[src/rtl/sap1_fetch_unit.sv]
// SAP-1 fetch datapath: program counter, memory address register and
// instruction register, plus the W bus drive logic for PC and IR operand.
// Optional feature macro: FETCH_HLT_FREEZE_EN -- when defined, HLT_bar=0
// freezes PC, MAR and IR; when undefined HLT_bar is ignored.
module sap1_fetch_unit #(
    parameter int ADDR_W = 4,
    parameter int DATA_W = 8
) (
    input  logic                     CLK,
    input  logic                     CLR,
    input  logic                     C_P,
    input  logic                     E_P,
    input  logic                     L_M_bar,
    input  logic                     L_I_bar,
    input  logic                     E_I_bar,
    input  logic                     HLT_bar,
    input  logic [DATA_W-1:0]        W_bus_in,
    output logic [DATA_W-1:0]        W_bus_out,
    output logic                     W_bus_drive,
    output logic [ADDR_W-1:0]        mem_addr,
    output logic [DATA_W-ADDR_W-1:0] instruction,
    output logic [ADDR_W-1:0]        pc_value,
    output logic                     bus_conflict
);

    localparam int OPC_W = DATA_W - ADDR_W;

    logic [ADDR_W-1:0] pc_r;
    logic [ADDR_W-1:0] mar_r;
    logic [DATA_W-1:0] ir_r;
    logic              conflict_r;
    logic              hold_s;
    logic [DATA_W-1:0] bus_out_s;
    logic              bus_drive_s;

`ifdef FETCH_HLT_FREEZE_EN
    assign hold_s = ~HLT_bar;
`else
    // Halt is handled by clock gating elsewhere in this build.
    logic unused_hlt_s;
    assign unused_hlt_s = HLT_bar;
    assign hold_s       = 1'b0;
`endif

    // Program counter: increments modulo 2**ADDR_W on C_P, no carry out.
    always_ff @(posedge CLK or posedge CLR) begin
        if (CLR) begin
            pc_r <= {ADDR_W{1'b0}};
        end else if (!hold_s && C_P) begin
            pc_r <= pc_r + ADDR_W'(1);
        end else begin
            pc_r <= pc_r;
        end
    end

    // MAR: captures the low address bits of the W bus; upper bits dropped.
    always_ff @(posedge CLK or posedge CLR) begin
        if (CLR) begin
            mar_r <= {ADDR_W{1'b0}};
        end else if (!hold_s && !L_M_bar) begin
            mar_r <= W_bus_in[ADDR_W-1:0];
        end else begin
            mar_r <= mar_r;
        end
    end

    // Instruction register: captures the full W bus word.
    always_ff @(posedge CLK or posedge CLR) begin
        if (CLR) begin
            ir_r <= {DATA_W{1'b0}};
        end else if (!hold_s && !L_I_bar) begin
            ir_r <= W_bus_in;
        end else begin
            ir_r <= ir_r;
        end
    end

    // Sticky flag: PC and IR operand both asked for the bus; only CLR clears it.
    always_ff @(posedge CLK or posedge CLR) begin
        if (CLR) begin
            conflict_r <= 1'b0;
        end else if (E_P && !E_I_bar) begin
            conflict_r <= 1'b1;
        end else begin
            conflict_r <= conflict_r;
        end
    end

    // Bus source select: PC has priority over the IR operand; zero when idle.
    always_comb begin
        bus_out_s   = {DATA_W{1'b0}};
        bus_drive_s = 1'b0;
        if (E_P) begin
            bus_out_s   = {{OPC_W{1'b0}}, pc_r};
            bus_drive_s = 1'b1;
        end else if (!E_I_bar) begin
            bus_out_s   = {{OPC_W{1'b0}}, ir_r[ADDR_W-1:0]};
            bus_drive_s = 1'b1;
        end else begin
            bus_out_s   = {DATA_W{1'b0}};
            bus_drive_s = 1'b0;
        end
    end

    assign W_bus_out    = bus_out_s;
    assign W_bus_drive  = bus_drive_s;
    assign mem_addr     = mar_r;
    assign instruction  = ir_r[DATA_W-1:ADDR_W];
    assign pc_value     = pc_r;
    assign bus_conflict = conflict_r;

endmodule

[config.mk]
export PLATFORM = sky130hd
export DESIGN_NAME = sap1_fetch_unit
export DESIGN_NICKNAME = d
export VERILOG_FILES = /design/src/rtl/sap1_fetch_unit.sv
export SDC_FILE = /design/constraint.sdc
export NUM_CORES = 1
export LEC_CHECK = 0
export CAP_MARGIN = 20
export CORE_UTILIZATION = 30
export DETAILED_ROUTE_END_ITERATION = 12
export GPL_TIMING_DRIVEN = 0
export MAX_ROUTING_LAYER = met4
export PLACE_DENSITY = 0.69
export SKIP_LAST_GASP = 1
export SLEW_MARGIN = 20
export SYNTH_ARGS = -nofsm -noshare
export SYNTH_HDL_FRONTEND = slang
export SYNTH_SLANG_ARGS = --single-unit
export TNS_END_PERCENT = 1
[constraint.sdc]
create_clock -name CLK -period 2.7 [get_ports CLK]
set_input_delay 0.54 -clock CLK [delete_from_list [all_inputs] [get_ports CLK]]
set_output_delay 0.54 -clock CLK [all_outputs]
set_load 0.01 [all_outputs]
# == Word-level counts from Yosys, hierarchy flattened ==
# Cells that the tools add are included.
# classes
n_addsub,1
mux,4
reduce_logical,2
# ops
cell,n
$mux W8,1
$add A4 B1 Y4 const B,1
$mux W4,1
$mux W1,2
$logic_and A1 B1 Y1,1
$logic_not A1 Y1,1
# word_totals
register_bits,17
output_inout_bits,22
wordCells,11

# == Logic depth before layout (Yosys ltp) ==
# logic_depth
ltp_word,2
depth_mapped,3

# == Worst setup path before layout ==
# No wires, ideal clock.
# synth_timing
path_type,input port to output port
startpoint,input E_I_bar
endpoint,output W_bus_out[0]
arrival_ns,0.932
t_required_ns,2.160
setup_slack_ns,1.228
stages,2
n_path_buf,0
path_cell_list,nand2b_1 > o21ai_0
# synth_between
elab_chain_cells,2
# synth_rtl
element,line_no,text
start: declaration,15,"input logic E_I_bar,"
$mux W4,96,end else if (!E_I_bar) begin
$mux W8,93,if (E_P) begin
end: declaration,18,"output logic [DATA_W-1:0] W_bus_out,"
# Every way passes these cells.

# == Worst setup path in the final report ==
# layout_timing
startpoint,input E_P
endpoint,output W_bus_out[2]
# layout_between
elab_chain_cells,1
# layout_rtl
element,line_no,text
start: declaration,12,"input logic E_P,"
$mux W8,93,
# Every way passes these cells.

==> results.toml <==
[logic_synthesis]
ys_warn_count = 0
synth_cells = 57
synth_top_area_cell = "dfrtp_1"
synth.most_common_cell = "dfrtp_1"
syn-cell-area_um2 = 795
synth_top_area_share_pct = 53.5
synth_async_sr_flop_share_pct = 100
synth_ff_type = "dfrtp_1"
ys_seq_area_share_pct = 53.5
yosys.cell_types.count = 17
avgSynthCellArea_um2 = 13.9
synth_area_leaders = "dfrtp_1, mux2_4, buf_4"
postSynthRegisterBits = 17
synth_edf_count = 0
synth_top_cells_by_count = "dfrtp_1, buf_4, mux2_4"

[sta]
finalHoldViolations = 0
slew_viol_final = 0
fmax_mhz = 404
finalSetupViolations = 0
final.setup_skew_ns = 0.00301
slew_headroom_pct = 57.5
fin_crit_sh_pct = 91.7
layout_min_cycle_time_ns = 2.48
fin_setup_tns_ns = 0
tightest_slew_ns = 0.637
rsz0062_at_grt = "false"

[floorplan]
die_y_um = 53.5
dieArea_um2 = 2860
core_um2 = 2500
dieWidth_um = 53.5
boundaryPins = 38
std_cell_rows = 18
start_util_pct = 31.8

[worst_setup_path]
worst_setup_path_start_kind = "input pin"
cp.arrival_ns = 1.94
crit_type = "in -> out"
r2r_cells = 2
r2r-end = "pc_value[1]"
r2r_setup_slack_ns = 1.59
cp-startpoint = "E_P"
r2r_start = "pc_value[0]"
endpoint_kind = "output pin"
cp.required_ns = 2.16
endpoint = "W_bus_out[2]"
crit_fanout = 8

[placed_design]
place_congestion = 0.654
io_buffers = 31
post-dp-hpwl_mm = 1.10
post_dp_cell_area_um2 = 1150

[drt]
dr.pass1.iters = 2
routed_via_density = 4.18
ant_nets = 0
drt_iter0_drc = 2
wl_per_cell_um = 10.8
drcViolationCount = 0
routed_wirelength_mm = 1.36
num_vias = 523

[power]
irDropWorstVdd_mv = 0.395
p_leak_nw = 0.530
power_density_nw_per_um2 = 661

[cts]
cts_buffers = 3
path_clk_slew_ns = 0.09
clockBufferDepth = 2
clk_latency_ns = 0.29
htree_levels = 1
cts_setup_buffers = 0
cts_root_buf = "clkbuf_4"
cts_resized = 0
cts_tree = "yes"
cts.sinks = 17
ctsHoldBuffers = 0

[final_layout]
final_layout_size_suffix_gt1_share_pct = 28.4
antenna_cells = 0
postLayoutCellArea_um2 = 1180
syn2layout_area_growth_pct = 49.0
layout.nets = 113

[min_path]
hp-class = "reg -> reg"

[outcome]
outcome = "complete, no violations"

[global_route]
grt_pass1_wl_mm = 2.35
grt_pass1_vias = 547
grt_max_degree = 18
grt.overflow.total = 0
antenna_found_initial = 0
track_usage_pct = 12.5

[run]
drv_cap = 0
==> sequential cells by signal (all words and copies together) (netlist names) <==
signal        count
mem_addr          4
pc_value          4
ir_r              8
bus_conflict      1
==> power by group <==
part	switching, mW	internal (mW)
logic	0.0974	0.195
registers	0.0491	0.304
clock network	0.0803	0.0564
==> final cells by class <==
type                       count  area (um2)
clock inverter                 1        7.51
inverter                       2        7.51
multi-input combinational     32         302
clock buffer                   3        22.5
tap                           30        37.5
sequential                    17         425
timing repair buffer          31         310
fill                         242        1320
buffer                         9        71.3
==> metrics by stage <==
step | std cells | utilization [%] | hold WS (ns) | setup WS [ns] | total power, mW
floorplan | 60 | - | 0.466 | 1.23 | 0.492
global placement | 121 | 46.1 | 0.442 | 0.199 | 0.650
detailed placement | 121 | 46.1 | 0.460 | 0.202 | 0.657
CTS | 125 | 47.3 | 0.482 | 0.202 | 0.796
global route | 125 | 47.3 | 0.508 | 0.146 | 0.838
finish | 125 | 47.3 | 0.474 | 0.223 | 0.783
==> critical path: stages <==
cell and delay [ns]:
clkdlybuf4s50_1 0.54, nor2_2 0.18, a22o_1 0.15, clkdlybuf4s50_1 0.53
==> metal layers <==
layer,GRT usage [%],wire (um)
met1,13.6,596
met2,20.2,635
met3,4.02,101
met4,6.58,22
met5,-,0
==> cell families (layout without fill, tap and decap cells) <==
logic type                 after synthesis  after routing  share of synthesized area (%)
adders and majority gates                1              1                           1.57
buffers and inverters                   11             46                           9.92
other                                    1              4                          0.472
muxes                                   13             13                           22.2
AOI/OAI and AO/OA                        5              5                           4.88
and+or+nand+nor                          6              6                           4.10
DFF                                     17             17                           53.5
xor gates and xnor gates                 3              3                           3.31
==> layout by cell type (no fill, tap or decap) <==
cell type	n
a21o_1	1
a22o_1	3
buf_4	8
buf_6	1
clkbuf_4	3
clkdlybuf4s50_1	31
clkinvlp_4	1
conb_1	4
dfrtp_1	17
ha_1	1
inv_1	2
mux2_2	5
mux2_4	8
nand2_1	2
nand2b_1	2
nand4_1	1
nor2_2	1
o21ai_0	1
xnor2_1	2
xor2_1	1
==> how the worst min path moves through the flow <==
stage                 start      endpoint  cells after the start  slack [ns]
2_1_floorplan           CLR  bus_conflict                      1        0.47
3_3_place_gp   bus_conflict  bus_conflict                      1        0.44
3_5_place_dp   bus_conflict  bus_conflict                      1        0.46
4_1_cts        bus_conflict  bus_conflict                      1        0.48
5_1_grt        bus_conflict  bus_conflict                      1        0.51
6_report       bus_conflict  bus_conflict                      1        0.47
No activity file was read; power rests on OpenSTA's default activity.
